===== src/rtl/hazard_forward_unit_if.sv =====
// ID-stage request and hazard/forward response bundle for hazard_forward_unit.
interface hazard_forward_unit_if #(
  parameter int REG_AW = 5,
  parameter int DEPTH  = 3
);
  localparam int SEL_W = $clog2(DEPTH);

  logic              id_valid;
  logic [REG_AW-1:0] id_rs1;
  logic [REG_AW-1:0] id_rs2;
  logic [REG_AW-1:0] id_rd;
  logic              id_rs1_used;
  logic              id_rs2_used;
  logic              id_regwrite;
  logic              id_memread;
  logic              flush;
  logic              stall;
  logic [SEL_W-1:0]  fwd_a;
  logic [SEL_W-1:0]  fwd_b;
  logic [31:0]       stall_count;
  logic [31:0]       fwd_count;

  modport master (
    output id_valid, id_rs1, id_rs2, id_rd, id_rs1_used, id_rs2_used,
           id_regwrite, id_memread, flush,
    input  stall, fwd_a, fwd_b, stall_count, fwd_count
  );

  modport slave (
    input  id_valid, id_rs1, id_rs2, id_rd, id_rs1_used, id_rs2_used,
           id_regwrite, id_memread, flush,
    output stall, fwd_a, fwd_b, stall_count, fwd_count
  );
endinterface


===== src/rtl/hazard_forward_unit.sv =====
// Load-use stall and operand-forward selection driven by a shadow pipeline of
// in-flight instructions. Optional statistics counters: define HFU_STATS_EN.
module hazard_forward_unit #(
  parameter int REG_AW   = 5,
  parameter int DEPTH    = 3,
  parameter int LOAD_LAT = 1
) (
  input  logic                 clk,
  input  logic                 reset,
  hazard_forward_unit_if.slave bus
);
  localparam int SEL_W = $clog2(DEPTH);

  typedef struct packed {
    logic              valid;
    logic [REG_AW-1:0] rs1;
    logic [REG_AW-1:0] rs2;
    logic              rs1_used;
    logic              rs2_used;
    logic [REG_AW-1:0] rd;
    logic              regwrite;
    logic              memread;
  } slot_t;

  slot_t            slots [DEPTH];
  slot_t            id_slot;
  logic             haz_a;
  logic             haz_b;
  logic             stall;
  logic [SEL_W-1:0] fwd_a;
  logic [SEL_W-1:0] fwd_b;

  function automatic logic produces(input slot_t s, input logic [REG_AW-1:0] r);
    return s.valid && s.regwrite && (s.rd != '0) && (s.rd == r);
  endfunction

  always_comb begin
    id_slot          = '0;
    id_slot.valid    = 1'b1;
    id_slot.rs1      = bus.id_rs1;
    id_slot.rs2      = bus.id_rs2;
    id_slot.rs1_used = bus.id_rs1_used;
    id_slot.rs2_used = bus.id_rs2_used;
    id_slot.rd       = bus.id_rd;
    id_slot.regwrite = bus.id_regwrite;
    id_slot.memread  = bus.id_memread;
  end

  always_ff @(posedge clk or negedge reset) begin
    if (!reset) begin
      for (int unsigned k = 0; k < DEPTH; k++) slots[k] <= '0;
    end else begin
      slots[0] <= (bus.id_valid && !stall && !bus.flush) ? id_slot : '0;
      slots[1] <= bus.flush ? '0 : slots[0];
      for (int unsigned k = 2; k < DEPTH; k++) slots[k] <= slots[k-1];
    end
  end

  // Scan oldest to youngest so the last hit is the nearest producer.
  always_comb begin
    fwd_a = '0;
    fwd_b = '0;
    for (int unsigned k = DEPTH - 1; k >= 1; k--) begin
      if (slots[0].valid && slots[0].rs1_used && produces(slots[k], slots[0].rs1))
        fwd_a = SEL_W'(k);
      if (slots[0].valid && slots[0].rs2_used && produces(slots[k], slots[0].rs2))
        fwd_b = SEL_W'(k);
    end
  end

  // j is slot index + 1; a younger non-load producer overrides an older load.
  always_comb begin
    haz_a = 1'b0;
    haz_b = 1'b0;
    for (int unsigned j = DEPTH - 1; j > 0; j--) begin
      if (produces(slots[j-1], bus.id_rs1))
        haz_a = slots[j-1].memread && (j <= LOAD_LAT);
      if (produces(slots[j-1], bus.id_rs2))
        haz_b = slots[j-1].memread && (j <= LOAD_LAT);
    end
    stall = bus.id_valid && !bus.flush &&
            ((bus.id_rs1_used && haz_a) || (bus.id_rs2_used && haz_b));
  end

  assign bus.stall = stall;
  assign bus.fwd_a = fwd_a;
  assign bus.fwd_b = fwd_b;

`ifdef HFU_STATS_EN
  logic [31:0] stall_cnt;
  logic [31:0] fwd_cnt;

  always_ff @(posedge clk or negedge reset) begin
    if (!reset) begin
      stall_cnt <= '0;
      fwd_cnt   <= '0;
    end else begin
      if (stall && stall_cnt != '1)
        stall_cnt <= stall_cnt + 32'd1;
      if ((fwd_a != '0 || fwd_b != '0) && fwd_cnt != '1)
        fwd_cnt <= fwd_cnt + 32'd1;
    end
  end

  assign bus.stall_count = stall_cnt;
  assign bus.fwd_count   = fwd_cnt;
`else
  assign bus.stall_count = '0;
  assign bus.fwd_count   = '0;
`endif
endmodule


===== src/flat_wrapper.sv =====
// flat-port wrapper written by rule: the top's interface ports become plain ports
module hazard_forward_unit_flat 
#(
  parameter int REG_AW   = 5,
  parameter int DEPTH    = 3,
  parameter int LOAD_LAT = 1
)
  (clk, reset, bus_id_valid, bus_id_rs1, bus_id_rs2, bus_id_rd, bus_id_rs1_used, bus_id_rs2_used, bus_id_regwrite, bus_id_memread, bus_flush, bus_stall, bus_fwd_a, bus_fwd_b, bus_stall_count, bus_fwd_count);
  hazard_forward_unit_if #(.REG_AW(REG_AW), .DEPTH(DEPTH)) bus_i ();
  input  logic clk;
  input  logic reset;
  input wire logic [$bits(bus_i.id_valid)-1:0] bus_id_valid;
  input wire logic [$bits(bus_i.id_rs1)-1:0] bus_id_rs1;
  input wire logic [$bits(bus_i.id_rs2)-1:0] bus_id_rs2;
  input wire logic [$bits(bus_i.id_rd)-1:0] bus_id_rd;
  input wire logic [$bits(bus_i.id_rs1_used)-1:0] bus_id_rs1_used;
  input wire logic [$bits(bus_i.id_rs2_used)-1:0] bus_id_rs2_used;
  input wire logic [$bits(bus_i.id_regwrite)-1:0] bus_id_regwrite;
  input wire logic [$bits(bus_i.id_memread)-1:0] bus_id_memread;
  input wire logic [$bits(bus_i.flush)-1:0] bus_flush;
  output wire logic [$bits(bus_i.stall)-1:0] bus_stall;
  output wire logic [$bits(bus_i.fwd_a)-1:0] bus_fwd_a;
  output wire logic [$bits(bus_i.fwd_b)-1:0] bus_fwd_b;
  output wire logic [$bits(bus_i.stall_count)-1:0] bus_stall_count;
  output wire logic [$bits(bus_i.fwd_count)-1:0] bus_fwd_count;
  assign bus_i.id_valid = bus_id_valid;
  assign bus_i.id_rs1 = bus_id_rs1;
  assign bus_i.id_rs2 = bus_id_rs2;
  assign bus_i.id_rd = bus_id_rd;
  assign bus_i.id_rs1_used = bus_id_rs1_used;
  assign bus_i.id_rs2_used = bus_id_rs2_used;
  assign bus_i.id_regwrite = bus_id_regwrite;
  assign bus_i.id_memread = bus_id_memread;
  assign bus_i.flush = bus_flush;
  assign bus_stall = bus_i.stall;
  assign bus_fwd_a = bus_i.fwd_a;
  assign bus_fwd_b = bus_i.fwd_b;
  assign bus_stall_count = bus_i.stall_count;
  assign bus_fwd_count = bus_i.fwd_count;
  hazard_forward_unit #(.REG_AW(REG_AW), .DEPTH(DEPTH), .LOAD_LAT(LOAD_LAT)) u_core (.clk(clk), .reset(reset), .bus(bus_i));
endmodule

===== config.mk =====
export PLATFORM = sky130hd
export DESIGN_NAME = hazard_forward_unit_flat
export DESIGN_NICKNAME = d
export VERILOG_FILES = /design/src/rtl/hazard_forward_unit_if.sv /design/src/rtl/hazard_forward_unit.sv /design/src/flat_wrapper.sv
export SDC_FILE = /design/constraint.sdc
export NUM_CORES = 1
export LEC_CHECK = 0
export CORE_MARGIN = 2
export CORE_UTILIZATION = 40
export DETAILED_ROUTE_END_ITERATION = 10
export GPL_TIMING_DRIVEN = 0
export PLACE_DENSITY = 0.79
export SLEW_MARGIN = 20
export SYNTH_ARGS = -nofsm -noshare
export SYNTH_HDL_FRONTEND = slang
export SYNTH_SLANG_ARGS = --single-unit

===== constraint.sdc =====
create_clock -name clk -period 2.83 [get_ports clk]
set_clock_uncertainty 0.1 [all_clocks]
set_input_delay 0.566 -clock clk [delete_from_list [all_inputs] [get_ports clk]]
set_output_delay 0.566 -clock clk [all_outputs]
set_load 0.02 [all_outputs]

# --- Yosys cells after proc, flatten, opt, wreduce, memory -nomap -nowiden ---
# Index checks and enable logic that the tools add are counted.
op_classes:
  n_eq_ne: 6
  mux: 8
  reduce_logical: 30
op_table:
  columns: ["cell", "n"]
  rows:
  - ["two-way mux 20 bit", 2]
  - ["equality test 5 bit", 6]
  - ["logical AND 1 bit", 24]
  - ["nonzero test 5 bit", 3]
  - ["two-way mux 2 bit", 4]
  - ["logical NOT 1 bit", 2]
  - ["two-way mux 1 bit", 2]
  - ["logical OR 1 bit", 1]
totals:
  reg_bits: 34
  out_inout_bits: 69
  word_cells: 58

# --- Logic depth before layout (Yosys ltp) ---
# Gate-level depths: netlist of the first run.
logic_depth:
  ltp_word: 11
  depth_mapped: 5

# --- Worst setup path after synthesis of the first run ---
# No wires, ideal clock.
synth_timing:
  kind: "flip-flop to output port"
  startpoint: "reg u_core.slots[22] (netlist bit)"
  endpoint: "out bus_fwd_a[1]"
  arrival_time_ns: 1.741
  required_ns: 2.164
  setup_slack_ns: 0.423
  path_stages_with_launch: 5
  n_path_buf: 0
  cell_sequence: "dfrtp_1 > or4_1 > o211ai_2 > nor4_2 > nor3_1"
synth_via:
  elab_chain_len: 5
synth_rtl:
  columns: ["element", "line_no", "rtl"]
  rows:
  - ["start: declaration", "hazard_forward_unit.sv:25", "slot_t slots [DEPTH];"]
  - ["nonzero test 5 bit", "hazard_forward_unit.sv:34", "return s.valid && s.regwrite && (s.rd != '0) && (s.rd == r);"]
  - ["logical AND 1 bit", "hazard_forward_unit.sv:34", null]
  - ["logical AND 1 bit *", "hazard_forward_unit.sv:34", null]
  - ["logical AND 1 bit *", "hazard_forward_unit.sv:64", "if (slots[0].valid && slots[0].rs1_used && produces(slots[k], slots[0].rs1))"]
  - ["two-way mux 2 bit *", "hazard_forward_unit.sv:64", null]
  - ["end: declaration", "flat_wrapper.sv:22", "output wire logic [$bits(bus_i.fwd_a)-1:0] bus_fwd_a;"]
# Every way passes the cells marked *; elsewhere a longest branch is shown, timed or not.

# --- Final worst setup path of the first run ---
# Ends and elaborated chain as after synthesis.

==> results of run 1 <==
[logic make-up (layout without fill, tap and decap cells)]
logic type             Yosys count  after routing  share of synthesized area [%]
buffers and inverters           70            105                           25.1
AND/OR/NAND/NOR                 49             49                           12.7
flip-flops                      34             34                           42.3
XOR/XNOR                        30             30                           13.1
AO/OA/AOI/OAI                   24             24                           6.65
other                            1             64                          0.186
[power by group]
part | internal (mW) | switching (mW)
clock | 0.196 | 0.165
combinational | 0.117 | 0.132
sequential | 0.503 | 0.0172
total | 0.816 | 0.315
[cell type report]
cell class | count | area [um^2] | share of cell area (%)
Buffer | 70 | 507 | 18.9
Clock buffer | 7 | 86.3 | 3.22
Clock inverter | 1 | 5.00 | 0.187
Multi-Input combinational cell | 167 | 892 | 33.3
Sequential cell | 34 | 851 | 31.7
Tap cell | 67 | 83.8 | 3.13
Timing Repair Buffer | 27 | 258 | 9.61
[layer usage]
layer  track usage [%]  vias up  share of wire (%)  routed length, um
met4              4.76        0                1.0                 37
met3              3.75        6                6.2                223
met1              17.7      636                 41               1490
met5                 0        -                  0                  0
li1                  -      744                  -                  -
met2              22.6       47                 51               1860
[metrics by stage]
stage / setup WS (ps) / cell area, um^2 / setup TNS [ps]
finish: 94.8 / 2680 / 0
global route: 9.45 / 2680 / 0
CTS: 12.0 / 2690 / 0
detailed placement: -408 / 2600 / -408
global placement: -393 / 2600 / -393
floorplan: 423 / 2250 / 0
[worst max-delay path: stages, from the launching register on]
cell and delay (ps):
dfrtp_1 430, or4_1 560, o211ai_2 200, nor4_2 80, nor3_1 170, dlygate4sd2_1 350
[final timing paths]
path,cells past startpoint,startpoint,slack (ps),end
setup / recovery,5,u_core.slots[22],90,bus_fwd_a[1]
hold / removal,1,reset,230,u_core.slots[43]
setup reg to reg,5,u_core.slots[43],1230,u_core.slots[56]
hold reg to reg,0,u_core.slots[39],310,u_core.slots[19]
max in group asynchronous,1,reset,1940,u_core.slots[1]
min in group clk,0,u_core.slots[39],310,u_core.slots[19]
[synth_stat cells (all sizes together)]
cell type | instances | share of area [%]
a21oi | 20 | 5.0
nor4 | 2 | 0.93
and3 | 1 | 0.31
nor3 | 4 | 1.2
xnor2 | 24 | 10
nand4 | 6 | 1.9
nand2 | 22 | 4.1
or4 | 2 | 0.75
nor2 | 1 | 0.19
or3 | 1 | 0.31
nor2b | 8 | 2.5
clkbuf | 4 | 0.75
o211ai | 2 | 1.0
xor2 | 6 | 2.6
conb | 1 | 0.19
o22ai | 1 | 0.31
buf | 66 | 24
nand3 | 2 | 0.50
a21boi | 1 | 0.37
dfrtp | 34 | 42
[what timing repair did]
item	in CTS	in global routing
setup endpoints to repair	3	4
gates cloned	0	0
resized for setup	5	6
==> results.json, run 1 <==
{
  "clk_pin_slew_worst_paths_ps": 70,
  "grt_max_degree": 35,
  "status": "finished clean",
  "min_period_over_period_pct": 96.7,
  "worstPathMaxFanout": 4,
  "gp_congestion": 0.877,
  "whs_ps": 232,
  "largest_reg_flops": 34,
  "hold_path.class": "in -> async",
  "cts_htree_levels": 2,
  "grt_antenna_before_repair": 0,
  "layout_common_cells": "64 x buf_4, 64 x conb_1, 34 x dfrtp_1, 24 x xnor2_1, 22 x nand2_1",
  "slew-limit-headroom_pct": 52.4,
  "syn_to_final_growth_pct": 33.3,
  "post_drt_wl_per_cell_um": 9.70,
  "cp.required_ps": 2160,
  "io_pins": 92,
  "vias": 1433,
  "top_regs": "u_core.slots: 34 flops",
  "utilization_pct": 56.1,
  "hold_viol_final": 0,
  "clk_latency_ps": 280,
  "hold_buffers": 0,
  "maxCapViolations": 0,
  "syn_inst": 208,
  "slew_violations": 0,
  "yosysWarningCount": 0,
  "setup_viol": 0,
  "path_class": "reg -> out",
  "largest-register": "u_core.slots",
  "diodes": 0,
  "power_leakage_nw": 1.45,
  "endpoint_kind": "primary output",
  "rsz0062_at_grt": "false",
  "fin_cells": 373,
  "worstPathArrival_ps": 2070,
  "fillCellCount": 437,
  "drive_gt1_share_pct": 26.1,
  "grt_pass1_vias": 1244,
  "port_buffers": 27,
  "root_buffer": "clkbuf_8",
  "cts.sinks": 34,
  "clock.fmax_mhz": 366,
  "synth.ff_latch_count": 34,
  "start_util_pct": 42.0,
  "syn_area_um2": 2010,
  "cts_made_buffers": 5,
  "synthDistinctLibCells": 24,
  "power_mw": 1.13,
  "drc": 0,
  "post-cts-setup-buffers": 0,
  "drtPass1Iterations": 4,
  "drt_iter0_drc": 33,
  "final.min_clock_period_ps": 2740,
  "vias_per_cell": 3.84,
  "placedCellCount": 365,
  "grtUsageTotal_pct": 13.8,
  "ant_nets": 0,
  "grt_pass1_wl_um": 5780,
  "cp-start-kind": "flop",
  "gr-total-overflow": 0,
  "wirelength_um": 3620,
  "syn_avg_cell_area_um2": 9.67,
  "final_nets": 328,
  "row_count": 25,
  "cts_tree": "yes",
  "tightest_slew_ps": 714,
  "die_h_um": 74.9,
  "die_x_um": 74.9,
  "ir_drop_v": 0.000313,
  "die_area_um2": 5610,
  "p_per_area_nw_per_um2": 421,
  "ys_seq_area_share_pct": 42.3,
  "dp.final_hpwl_um": 2930,
  "core_area_um2": 4790,
  "cts_max_path_buffers": 2
}
No activity file was read; power rests on OpenSTA's default activity.
==> inputs of run 2 (changes only) <==
--- a/config.mk
+++ b/config.mk
@@ -11,4 +11,5 @@
 export GPL_TIMING_DRIVEN = 0
 export PLACE_DENSITY = 0.79
+export SKIP_CTS_REPAIR_TIMING = 1
 export SLEW_MARGIN = 20
 export SYNTH_ARGS = -nofsm -noshare
--- a/constraint.sdc
+++ b/constraint.sdc
@@ -3,3 +3,3 @@
 set_input_delay 0.566 -clock clk [delete_from_list [all_inputs] [get_ports clk]]
 set_output_delay 0.566 -clock clk [all_outputs]
-set_load 0.02 [all_outputs]
+set_load 0.1 [all_outputs]
==> run 2 against run 1 <==
  * Critical endpoint unchanged
  * Fmax decreased by 0.83%
  * Largest power group is now combinational cells
  * Setup slack worse by 23 ps
  * Via count shrank 1.0%
  * Register-to-register slack better by 30 ps
  * Design area rose by 1.4%
  * Die area unchanged
  * Flip-flop and latch count is the same
  * Sequential power about the same
  * Global-route usage increased by 0.14 points
  * Clock power is 1% higher
  * Total power up 27%
  * Sequential share of layout area shrank 0.42 points
==> results.json, run 2 (same netlist as run 1, synthesis figures left out) <==
{
  "clk_latency_ps": 280,
  "root_buffer": "clkbuf_8",
  "grt_max_degree": 35,
  "utilization_pct": 56.8,
  "finalWorstSetupSlack_ps": 71.9,
  "final_common_cell": "buf_4",
  "grt_pass1_wl_um": 5870,
  "layout_common_cells": "66 x buf_4, 64 x conb_1, 34 x dfrtp_1, 24 x xnor2_1, 22 x nand2_1",
  "die_h_um": 74.9,
  "placedCellCount": 365,
  "fin_cells": 373,
  "grtUsageTotal_pct": 14.0,
  "hold_viol_final": 0,
  "tns_ps": 0,
  "cts_tree": "yes",
  "status": "finished clean",
  "post_drt_wl_per_cell_um": 9.89,
  "syn_to_final_growth_pct": 35.1,
  "cts_made_buffers": 5,
  "cp.required_ps": 2160,
  "area.sequential_um2": 851,
  "p_switching_uw": 614,
  "drive_gt1_share_pct": 28.1,
  "vias": 1418,
  "reg2reg_from": "u_core.slots[43]",
  "die_x_um": 74.9,
  "ant_nets": 0,
  "drt_iter0_drc": 41,
  "grt_antenna_before_repair": 0,
  "worstReg2RegEnd": "u_core.slots[54]",
  "dp.final_hpwl_um": 3030,
  "power_frac_clock_pct": 25.5,
  "port_buffers": 27,
  "largest_reg_flops": 34,
  "largest-register": "u_core.slots",
  "die_area_um2": 5610,
  "drc": 0,
  "cp-start-kind": "flop",
  "multi_input_area_um2": 932,
  "vias_per_cell": 3.80,
  "intPower_uw": 818,
  "post-place-ws_ps": -895,
  "power_mw": 1.43,
  "top_regs": "u_core.slots: 34 flops",
  "cts.sinks": 34,
  "fillCellCount": 438,
  "gp_congestion": 0.852,
  "maxCapViolations": 0,
  "comb_power_share_pct": 38.3,
  "final.min_clock_period_ps": 2760,
  "wirelength_um": 3690,
  "cts_max_path_buffers": 2,
  "rsz0062_at_grt": "false",
  "min_period_over_period_pct": 97.5,
  "grt_pass1_vias": 1325,
  "row_count": 25,
  "gr-total-overflow": 0,
  "cts_htree_levels": 2,
  "final_nets": 328,
  "switching_share_pct": 42.9,
  "path_class": "reg -> out",
  "slew_violations": 0,
  "seqPwrFrac_pct": 36.2,
  "p_per_area_nw_per_um2": 527,
  "start_util_pct": 42.0,
  "tightest_slew_ps": 724,
  "endpoint_kind": "primary output",
  "hold_path.class": "in -> async",
  "clk_pin_slew_worst_paths_ps": 70,
  "worstPathMaxFanout": 4,
  "io_pins": 92,
  "ff2ff_path_depth": 5,
  "worstPathArrival_ps": 2090,
  "drtPass1Iterations": 4,
  "setup_viol": 0,
  "power_leakage_nw": 1.44,
  "diodes": 0,
  "clock.fmax_mhz": 363,
  "core_area_um2": 4790,
  "ir_drop_v": 0.000264,
  "slew-limit-headroom_pct": 51.8,
  "r2r_slack_ps": 1260
}
-- run 2: changes by cell type in the layout (fill, tap and decap cells not counted) --
cell	delta
nor4_2	-1
nor3_2	-1
buf_6	+1
nor3_4	+3
dlygate4sd2_1	-2
nor4_4	+1
buf_4	+2
nor2b_2	+1
nor2b_1	-1
dlymetal6s2s_1	-1
nor3_1	-2
-- run 2: per-layer routing --
metal	share of wire [%]	global-route usage [%]	wire length [um]
met5	0	0	0
met4	1.3	5.36	49
met3	6.9	3.75	254
met2	53	23.5	1950
met1	39	17.1	1430
-- run 2: worst max path at each step --
stage | from | slack (ps) | cells past startpoint | endpoint
after global routing | u_core.slots[22] | 6 | 5 | bus_fwd_a[1]
after CTS | bus_flush | -910 | 5 | bus_stall
final | u_core.slots[22] | 70 | 5 | bus_fwd_a[1]
after detailed placement | bus_flush | -900 | 5 | bus_stall
after global placement | bus_flush | -890 | 5 | bus_stall
after floorplan | u_core.slots[25] | -40 | 4 | bus_fwd_a[1]
-- run 2: power groups by stage --
| stage | registers [mW] | logic, mW | clock network [mW] |
|---|---|---|---|
| detailed placement | 0.528 | 0.545 | 0 |
| global placement | 0.528 | 0.544 | 0 |
| floorplan | 0.524 | 0.491 | 0 |
| finish | 0.519 | 0.549 | 0.365 |
| global route | 0.521 | 0.571 | 0.389 |
| CTS | 0.519 | 0.545 | 0.374 |
-- run 2: layout make-up --
cell class	instances	share of cell area, %
repair buffers	27	9.34
well taps	67	3.08
clock inverters	1	0.184
flip-flops and latches	34	31.3
multi-input cells	167	34.3
clock buffers	7	3.18
plain buffers	70	18.6
-- run 2: stage by stage --
| stage | hold slack [ps] | cell area (um^2) |
|---|---|---|
| 4_1_cts | 249 | 2730 |
| 3_3_place_gp | 279 | 2640 |
| 2_1_floorplan | 170 | 2290 |
| 6_report | 235 | 2720 |
| 5_1_grt | 291 | 2720 |
| 3_5_place_dp | 280 | 2640 |
-- run 2: critical path: stages, from the launching register on --
cell,delay [ps]
dfrtp_1,430
or4_1,570
o211ai_2,290
nor4_4,100
nor3_4,110
buf_4,310
==> inputs of run 3 (changes only) <==
SLEW_MARGIN = not set   (was 20)
==> run 3 against run 2 <==
  * Design area rose by 0.18%
  * Flip-flop and latch count did not move
  * Critical path depth fell by 1
  * First-iteration DRC count fell by 17%
  * Global-route usage rose by 0.32 points
  * Sequential power barely moved
  * Non-clock buffer count did not move
  * Final cell count did not move
  * Utilization rose by 0.10 points
  * Clock-buffer cell count fell by 1
  * Register-to-register slack barely moved
  * Critical path type unchanged
  * Largest cell class unchanged
  * Largest power group unchanged
==> results.json, run 3 (same netlist as run 1, synthesis figures left out) <==
{
  "status": "finished clean",
  "row_count": 25,
  "gp_congestion": 0.852,
  "grt_max_degree": 35,
  "tns_ps": 0,
  "slew_violations": 0,
  "final_common_cell": "buf_4",
  "root_buffer": "clkbuf_8",
  "ir_drop_v": 0.000337,
  "p_per_area_nw_per_um2": 529,
  "top_layer": "met4",
  "wl_met3_um": 269,
  "worstPathMaxFanout": 4,
  "grtUsageTotal_pct": 14.3,
  "largest_reg_flops": 34,
  "dp.final_hpwl_um": 3000,
  "worstPathArrival_ps": 2070,
  "path_class": "reg -> out",
  "top_regs": "u_core.slots: 34 flops",
  "cp-start-kind": "flop",
  "cts.sinks": 34,
  "ant_nets": 0,
  "drt_iter0_drc": 34,
  "die_x_um": 74.9,
  "grt_pass1_wl_um": 5870,
  "layout_common_cells": "65 x buf_4, 64 x conb_1, 34 x dfrtp_1, 24 x xnor2_1, 22 x nand2_1",
  "vias_per_cell": 3.85,
  "io_pins": 92,
  "slew-limit-headroom_pct": 52.9,
  "final_nets": 328,
  "wirelength_um": 3730,
  "min_period_over_period_pct": 96.8,
  "tightest_slew_ps": 707,
  "grt_pass1_vias": 1308,
  "final.min_clock_period_ps": 2740,
  "core_area_um2": 4790,
  "vias": 1435,
  "setup_viol": 0,
  "cts_made_buffers": 5,
  "slowest_delay_ps": 570,
  "drive_gt1_share_pct": 28.4,
  "cp.required_ps": 2160,
  "rsz0062_at_grt": "false",
  "fillCellCount": 430,
  "port_buffers": 27,
  "endpoint_kind": "primary output",
  "clock.fmax_mhz": 365,
  "grt_antenna_before_repair": 0,
  "hold_path.class": "in -> async",
  "die_h_um": 74.9,
  "cts_htree_levels": 2,
  "gr-total-overflow": 0,
  "met2WireLength_um": 1940,
  "maxCapViolations": 0,
  "cts_tree": "yes",
  "syn_to_final_growth_pct": 35.4,
  "crit_chain": "or4_1 > o211ai_2 > nor4_4 > clkbuf_2",
  "power_leakage_nw": 1.43,
  "cts_max_path_buffers": 2,
  "post-place-ws_ps": -898,
  "cp.buffers_inverters": 1,
  "post_drt_wl_per_cell_um": 10.0,
  "cpLargestDelayFamily": "simple AND/OR/NAND/NOR gates",
  "largest-register": "u_core.slots",
  "die_area_um2": 5610,
  "finalWorstSetupSlack_ps": 90.0,
  "drc": 0,
  "drtPass1Iterations": 5,
  "wl_met1_um": 1450,
  "crit_path_top_delay_cell": "or4_1",
  "clk_pin_slew_worst_paths_ps": 70,
  "r2r_slack_ps": 1260,
  "clk_latency_ps": 290,
  "start_util_pct": 42.0,
  "hold_viol_final": 0,
  "diodes": 0
}
## run 3: cell count changes in the layout (fill, tap and decap cells not counted), sizes merged
cell and change:
clkinvlp +1, dlymetal6s2s -1, clkdlybuf4s50 +1, clkbuf -1
## run 3: cell type report
class	instances	area, um^2	share of cell area, %
plain buffers	70	507	18.6
clock buffers	6	82.6	3.03
clock inverters	2	12.5	0.459
multi-input cells	167	932	34.2
flip-flops and latches	34	851	31.2
well taps	67	83.8	3.08
repair buffers	27	255	9.37
## run 3: path summary, 6_finish.rpt
path | cells after the start | endpoint | startpoint
min in group clk | 0 | u_core.slots[1] | u_core.slots[21]
hold reg to reg | 0 | u_core.slots[1] | u_core.slots[21]
setup / recovery | 4 | bus_fwd_a[0] | u_core.slots[22]
setup reg to reg | 5 | u_core.slots[51] | u_core.slots[43]
hold / removal | 1 | u_core.slots[22] | reset
max in group asynchronous | 1 | u_core.slots[1] | reset
## run 3: power breakdown
group | internal, mW | switching [mW] | total, mW
Clock | 0.195 | 0.179 | 0.375
Combinational | 0.119 | 0.429 | 0.549
Sequential | 0.502 | 0.0163 | 0.519
Total | 0.817 | 0.625 | 1.44
## run 3: through the flow
stage	hold slack, ps	power, mW	instances	util (%)	area, um^2
finish	213	1.44	373	56.9	2720
floorplan	170	1.01	271	-	2290
detailed placement	280	1.07	365	55.2	2640
CTS	297	1.45	373	57.2	2740
global route	277	1.50	373	56.9	2720
global placement	279	1.07	365	55.2	2640
## run 3: routing by layer
metal,GRT usage [%],vias to the layer above
li1,-,746
met1,17.2,624
met2,24.0,59
met3,4.02,6
met4,5.95,0
met5,0,-
